## src/rtl/red_seq_unit.sv

```systemverilog
// Sequential lane-sum reduction: adds one lane pair of two operands per cycle; result after NUM_LANES edges.
// Latency NUM_LANES edges from accept to out_valid; in_ready low while busy, RESULT held until out_ready.
module red_seq_unit #(
  parameter int DATA_W = 16,
  parameter int LANE_W = 4,
  parameter int OUT_W  = 16
) (
  input  logic              clk,
  input  logic              rst_n,
  input  logic              in_valid,
  output logic              in_ready,
  input  logic [DATA_W-1:0] in_a,
  input  logic [DATA_W-1:0] in_b,
  input  logic [1:0]        mode,
  output logic              out_valid,
  input  logic              out_ready,
  output logic [OUT_W-1:0]  out_data,
  output logic              out_ovf
);

  localparam int NUM_LANES = DATA_W / LANE_W;
  localparam int ACC_W     = LANE_W + $clog2(2 * NUM_LANES) + 1;
  localparam int IDX_W     = (NUM_LANES > 1) ? $clog2(NUM_LANES) : 1;

  localparam logic        [ACC_W-1:0] U_MAX = ACC_W'((2 ** LANE_W) - 1);
  localparam logic signed [ACC_W-1:0] S_MAX = ACC_W'((2 ** (LANE_W - 1)) - 1);
  localparam logic signed [ACC_W-1:0] S_MIN = ACC_W'(-(2 ** (LANE_W - 1)));

  typedef enum logic [1:0] {IDLE, SUM, RESULT} state_e;

  state_e              state_q, state_d;
  logic [IDX_W-1:0]    idx_q, idx_d;
  logic [ACC_W-1:0]    acc_q, acc_d;
  logic [DATA_W-1:0]   a_q, a_d;
  logic [DATA_W-1:0]   b_q, b_d;
  logic [1:0]          mode_q, mode_d;
  logic [OUT_W-1:0]    out_data_q, out_data_d;
  logic                out_ovf_q, out_ovf_d;

  logic [LANE_W-1:0]   lane_a, lane_b;
  logic [ACC_W-1:0]    ext_a, ext_b, sum;
  logic                sgn;
  logic [OUT_W-1:0]    res_data;
  logic                res_ovf;

  // Datapath: the sum including the current lane, and the mode-dependent result view of it.
  always_comb begin
    lane_a = a_q[idx_q * LANE_W +: LANE_W];
    lane_b = b_q[idx_q * LANE_W +: LANE_W];
    sgn    = (mode_q == 2'b10);
    ext_a  = sgn ? {{(ACC_W - LANE_W){lane_a[LANE_W-1]}}, lane_a}
                 : {{(ACC_W - LANE_W){1'b0}}, lane_a};
    ext_b  = sgn ? {{(ACC_W - LANE_W){lane_b[LANE_W-1]}}, lane_b}
                 : {{(ACC_W - LANE_W){1'b0}}, lane_b};
    sum    = acc_q + ext_a + ext_b;

    res_data = '0;
    res_ovf  = 1'b0;
    case (mode_q)
      2'b00: begin
        res_data = OUT_W'(sum[LANE_W-1:0]);
        res_ovf  = (sum > U_MAX);
      end
      2'b01: begin
        res_data = OUT_W'(sum);
        res_ovf  = 1'b0;
      end
      2'b10: begin
        res_data = OUT_W'($signed(sum));
        res_ovf  = ($signed(sum) < S_MIN) || ($signed(sum) > S_MAX);
      end
      default: begin
        res_ovf  = (sum > U_MAX);
        res_data = res_ovf ? OUT_W'(U_MAX) : OUT_W'(sum);
      end
    endcase
  end

  always_comb begin
    state_d    = state_q;
    idx_d      = idx_q;
    acc_d      = acc_q;
    a_d        = a_q;
    b_d        = b_q;
    mode_d     = mode_q;
    out_data_d = out_data_q;
    out_ovf_d  = out_ovf_q;
    in_ready   = 1'b0;
    out_valid  = 1'b0;

    case (state_q)
      IDLE: begin
        in_ready = 1'b1;
        if (in_valid) begin
          a_d     = in_a;
          b_d     = in_b;
          mode_d  = mode;
          acc_d   = '0;
          idx_d   = '0;
          state_d = SUM;
        end
      end
      SUM: begin
        acc_d = sum;
        idx_d = idx_q + 1'b1;
        if (idx_q == IDX_W'(NUM_LANES - 1)) begin
          out_data_d = res_data;
          out_ovf_d  = res_ovf;
          state_d    = RESULT;
        end
      end
      RESULT: begin
        out_valid = 1'b1;
        if (out_ready) begin
          state_d = IDLE;
        end
      end
      default: state_d = IDLE;
    endcase
  end

  always_ff @(posedge clk or negedge rst_n) begin
    if (!rst_n) begin
      state_q    <= IDLE;
      idx_q      <= '0;
      acc_q      <= '0;
      a_q        <= '0;
      b_q        <= '0;
      mode_q     <= 2'b00;
      out_data_q <= '0;
      out_ovf_q  <= 1'b0;
    end else begin
      state_q    <= state_d;
      idx_q      <= idx_d;
      acc_q      <= acc_d;
      a_q        <= a_d;
      b_q        <= b_d;
      mode_q     <= mode_d;
      out_data_q <= out_data_d;
      out_ovf_q  <= out_ovf_d;
    end
  end

  assign out_data = out_data_q;
  assign out_ovf  = out_ovf_q;

endmodule

```

## config.mk

```make
export PLATFORM = sky130hd
export DESIGN_NAME = red_seq_unit
export DESIGN_NICKNAME = d
export VERILOG_FILES = /design/src/rtl/red_seq_unit.sv
export SDC_FILE = /design/constraint.sdc
export NUM_CORES = 1
export LEC_CHECK = 0
export ABC_AREA = 1
export CAP_MARGIN = 20
export CORE_ASPECT_RATIO = 1.2
export CORE_UTILIZATION = 45
export CTS_CLUSTER_SIZE = 14
export DETAILED_ROUTE_END_ITERATION = 8
export PLACE_DENSITY = 0.7
export SYNTH_ARGS = -nofsm -noshare
export SYNTH_HDL_FRONTEND = slang
export SYNTH_SLANG_ARGS = --single-unit
```

## constraint.sdc

```tcl
create_clock -name clk -period 4.1 [get_ports clk]
set_input_delay 0.615 -clock clk [delete_from_list [all_inputs] [get_ports clk]]
set_output_delay 0.615 -clock clk [all_outputs]
set_load 0.03 [all_outputs]
```

Word-level counts from Yosys, hierarchy flattened

Cells that the tools add are included.

$add $sub $neg: 3
Magnitude comparators: 3
Equality and inequality tests: 8
Shift operators: 2
Mux-type cells: 15
Reductions and logical operators: 8

Operators by type and width:

| kind                                                          | count |
|---|---|
| case mux 16 bit (3 select lines)                              | 1 |
| 2-to-1 mux 8 bit                                              | 4 |
| variable part select 16 x 5 -> 4 bit                          | 2 |
| adder 8 bit                                                   | 2 |
| greater-than comparator 8 x 4 -> 1 bit, second input constant | 2 |
| case mux 8 bit (2 select lines)                               | 1 |
| less-than comparator 8 x 4 -> 1 bit, second input constant    | 1 |
| 2-to-1 mux 2 bit                                              | 4 |
| == test 2 bit, second input constant                          | 3 |
| inequality test 2 bit, second input constant                  | 3 |
| case mux 2 bit (3 select lines)                               | 1 |
| AND reduction 2 bit                                           | 3 |
| == test 2 x 1 -> 1 bit, second input constant                 | 2 |
| zero test 2 bit                                               | 2 |
| case mux 2 bit (2 select lines)                               | 1 |
| AND reduction 3 bit                                           | 1 |
| adder 2 x 1 -> 2 bit, second input constant                   | 1 |
| 2-to-1 mux 1 bit                                              | 2 |
| case mux 1 bit (2 select lines)                               | 1 |
| nonzero test 2 bit                                            | 1 |
| logical OR 1 bit                                              | 1 |

Register bits after elaboration: 63
Bits of input ports: 38
Output and inout port bits: 19
Word-level logic and storage cells: 47

Depth between registers and ports, before layout

Depth after elaboration: 7
Depth in mapped cells: 23
Gate-level depth less buffers: 22

Worst setup path before layout

OpenSTA, ideal clock, no wires.

Path kind: reg2reg
Start: reg idx_q[0]
End: reg out_ovf_q, in the netlist out_ovf
Setup time: 0.117 ns
Data arrival time: 3.020 ns
Path slack: 0.963 ns
Cell stages (with the launch flop): 19
Path through: dfrtp_1 > buf_4 > inv_2 > clkbuf_1 > nor2_1 > o22ai_1 > fa_1 > ha_1 > fa_1 > nand3_1 > nand3_1 > xor2_1 > nand3_2 > nand2_4 > nand3_2 > nand2_1 > inv_1 > nand2_1 > nand2_1

Cells in the longest elaborated chain, start to end: 7
Elaborated cells between the ends (all ways): 13
Those cells by class: add/sub (2); order compare (3); eq/ne (1); shift (2); mux (3); reduce/logical (2)

RTL lines:

| what                                                                                                 | RTL line | RTL |
|---|---|---|
| start: declaration                                                                                   | 32       | `logic [IDX_W-1:0] idx_q, idx_d;` |
| start signal: assignment                                                                             | 134      | `idx_q <= idx_d;` |
| variable part select 16 x 5 -> 4 bit                                                                 | 48       | `lane_a = a_q[idx_q * LANE_W +: LANE_W];` |
| 2-to-1 mux 8 bit                                                                                     | 51       | `ext_a = sgn ? {{(ACC_W - LANE_W){lane_a[LANE_W-1]}}, lane_a}` |
| adder 8 bit (2 in series)                                                                            | 55       | `sum = acc_q + ext_a + ext_b;` |
| less-than comparator 8 x 4 -> 1 bit / greater-than comparator 8 x 4 -> 1 bit (equally long branches) | 70       | `res_ovf = ($signed(sum) < S_MIN) \|\| ($signed(sum) > S_MAX);` |
| logical OR 1 bit                                                                                     | 70       |  |
| case mux 1 bit (2 select lines)                                                                      | 59       | `case (mode_q)` |
| end signal: assignment                                                                               | 140      | `out_ovf_q <= out_ovf_d;` |
| end: declaration                                                                                     | 38       | `logic out_ovf_q, out_ovf_d;` |

Several ways; a longest one is shown, not always the timed one.
A chain may end at the register's enable or synchronous reset.

Final worst setup path

Same ends and word-level chain as after synthesis.

==> flow_metrics.tcl <==
set metrics [dict create \
    status "complete, no violations" \
    cts_root_buffer "clkbuf_8" \
    met1_usage_pct 24.1 \
    dp_cells 500 \
    antenna_cells 0 \
    htree_levels 2 \
    cpMostUsedCell "nand2_1" \
    place.gp.congestion 0.842 \
    grt_use_met2_pct 35.2 \
    layout-drive-gt1-share_pct 8.04 \
    grt_overflow 0 \
    dieArea_um2 7290 \
    cp.required_ns 4.31 \
    clk_latency_ns 0.32 \
    dr.pass1.iters 4 \
    grtUsageTotal_pct 19.6 \
    initial_core_util_pct 47.7 \
    route.detailed.drc 0 \
    reg2reg_to "out_ovf$_DFFE_PN0P_" \
    grt_pass1_vias 2516 \
    seq_area_frac_synth_pct 44.8 \
    skew_ns 0.00677 \
    slew_violations 0 \
    crit_family "adder cells" \
    grt.busiest_layer "met2" \
    setup_viol_count_final 0 \
    io_pins 57 \
    coreArea_um2 6570 \
    synth_commonest_cells "nand2_1, dfrtp_1, inv_1" \
    grt_antenna_before_repair 0 \
    synth.distinct_cells 32 \
    die_h_um 93.4 \
    worstMarginPinSlew_ns 0.676 \
    period_needed_ns 3.55 \
    slew_headroom_pct 54.9 \
    final_core_util_pct 57.9 \
    instances_no_fill 508 \
    worstPathCellList "inv_2, o21ai_0, o22ai_1, fa_1, ha_1, fa_1, nand3_1, nand3_1, xor2_1, nand3_2, nand2_4, nand3_2, nand2_1, inv_1, nand2_1, nand2_1" \
    cts_setup_buffers 0 \
    worst-path-stages 16 \
    crit_end "out_ovf$_DFFE_PN0P_" \
    cts_resized 0 \
    hp-class "primary input to asynchronous set/reset pin" \
    grt_max_degree 57 \
    vias_per_cell 5.02 \
    fp.dieW_um 78.1 \
    synth-async-reset-ratio_pct 100 \
    drt_wl_total_um 6530 \
    ys_ff_latch 56 \
    avgSynthCellArea_um2 8.34 \
    clock-sinks 56 \
    rsz0062_at_grt "no" \
    max_freq_mhz 282 \
    crit_path_start_kind "flip-flop" \
    grt_pass1_wl_um 11300 \
    r2r_cells 16 \
    hpwlAfterDp_um 5010 \
    cap_violations 0 \
    crit_path_start "idx_q[0]$_DFFE_PN0P_" \
    vias 2551 \
    crit_buf_inv 2 \
    path_class "flip-flop to flip-flop" \
    slowest_stage "dfrtp_1" \
    ff2ff_setup_slack_ns 0.55 \
    cp.arrival_ns 3.76 \
    cpPeakStageDelay_ns 0.71 \
    r2r-start "idx_q[0]$_DFFE_PN0P_" \
    syn_inst 375 \
    num-nets-final 479 \
    end_kind "flip-flop" \
    netlist_area_um2 3130 \
    holdBufCountCts 0 \
    ant_nets 0 \
    cts_tree "built" \
    n_fill_cell 623 \
    synth.largest_area_cell "dfrtp_1" \
    synth_top_area_share_pct 44.8 \
    fin_setup_tns_ns 0 \
    area_growth_pct 21.5 \
    use_met3_pct 2.93 \
    numCtsBuffers 5 \
    drt_iter0_drc 104 \
    numPortBuffers 56 \
    hold_viol 0 \
    ys.warnings.count 0 \
    synth_area_leaders "dfrtp_1, nand2_1, ha_1" \
    clk_pin_slew_ns 0.11 \
    yosysMostFrequentCell "nand2_1" \
    syn_nets 432 \
    num_rows 32 \
    fin_crit_sh_pct 86.5 \
    synth_edf_count 0 \
    ys.flop_type "dfrtp_1" \
    post_drt_wl_per_cell_um 12.9 \
    cp_max_fo 20 \
    clk_path_buf_depth 2 \
]
[layout by cell type, fill, tap and decap left out, types with 2 or more instances in the layout]
cell type and n:
nand2_1 144, dfrtp_1 56, clkdlybuf4s50_1 55, inv_1 26
nor2_1 21, o21ai_0 20, ha_1 14, o22ai_1 10
nand3_1 8, nand4_1 7, a21oi_1 7, xor2_1 5
fa_1 5, clkbuf_8 5, nand3_2 4, nand2_2 4
a22o_1 4, a2bb2oi_2 4, inv_2 3, nand2_4 3
nand3_4 2, o21bai_1 2, buf_4 2
[registers in the layout, summed over array words and instances (netlist names)]
| register | cells |
|---|---|
| a_q | 16 |
| b_q | 16 |
| out_data | 9 |
| acc_q | 8 |
| idx_q | 2 |
| mode_q | 2 |
| state_q | 2 |
| out_ovf | 1 |
[kinds of logic after synthesis]
group,synth area share (%)
AO/OA/AOI/OAI,10.2
XOR/XNOR,1.40
adder cells (fa/ha/maj),8.80
buffers and inverters,6.68
flip-flops,44.8
AND/OR/NAND/NOR,28.1
[metal layers]
metal	wire (um)	vias to the layer above
met5	0	-
met4	120	0
met3	221	10
met2	3320	62
met1	2860	1186
li1	-	1293
[area by class of cell]
class,instances,area (um2),area share [%]
Clock buffer,5,68.8,1.81
Clock inverter,3,27.5,0.724
Inverter,29,109,2.86
Multi-Input combinational cell,272,1520,39.9
Sequential cell,56,1400,36.9
Tap cell,85,106,2.80
Timing Repair Buffer,58,571,15.0
[worst min-delay path by stage]
stage	from	endpoint	slack, ns
final	rst_n	acc_q[4]$_DFFE_PN0P_	0.41
after global placement	a_q[6]$_DFFE_PN0P_	a_q[6]$_DFFE_PN0P_	0.46
after global routing	rst_n	acc_q[4]$_DFFE_PN0P_	0.47
after CTS	rst_n	b_q[11]$_DFFE_PN0P_	0.44
after floorplan	rst_n	a_q[0]$_DFFE_PN0P_	0.32
after detailed placement	a_q[5]$_DFFE_PN0P_	a_q[5]$_DFFE_PN0P_	0.47
[worst register-to-register path: cells and delay by family (launching register included)]
family / cells / cell delay, ns
adders and majority gates: 3 / 1.16
and+or+nand+nor: 8 / 0.71
DFF: 1 / 0.71
AOI/OAI and AO/OA: 2 / 0.35
buffers and inverters: 2 / 0.28
xor gates and xnor gates: 1 / 0.24
[through the flow]
stage,setup slack (ns),area (um2),hold WS [ns]
after floorplan,0.963,3130,0.319
after global placement,0.754,3710,0.459
after detailed placement,0.618,3710,0.466
after CTS,0.588,3800,0.436
after global routing,0.214,3800,0.473
final,0.554,3800,0.408
Power is not shown: default switching activity piles up to over one toggle a cycle in this logic, so the estimate is an artifact.
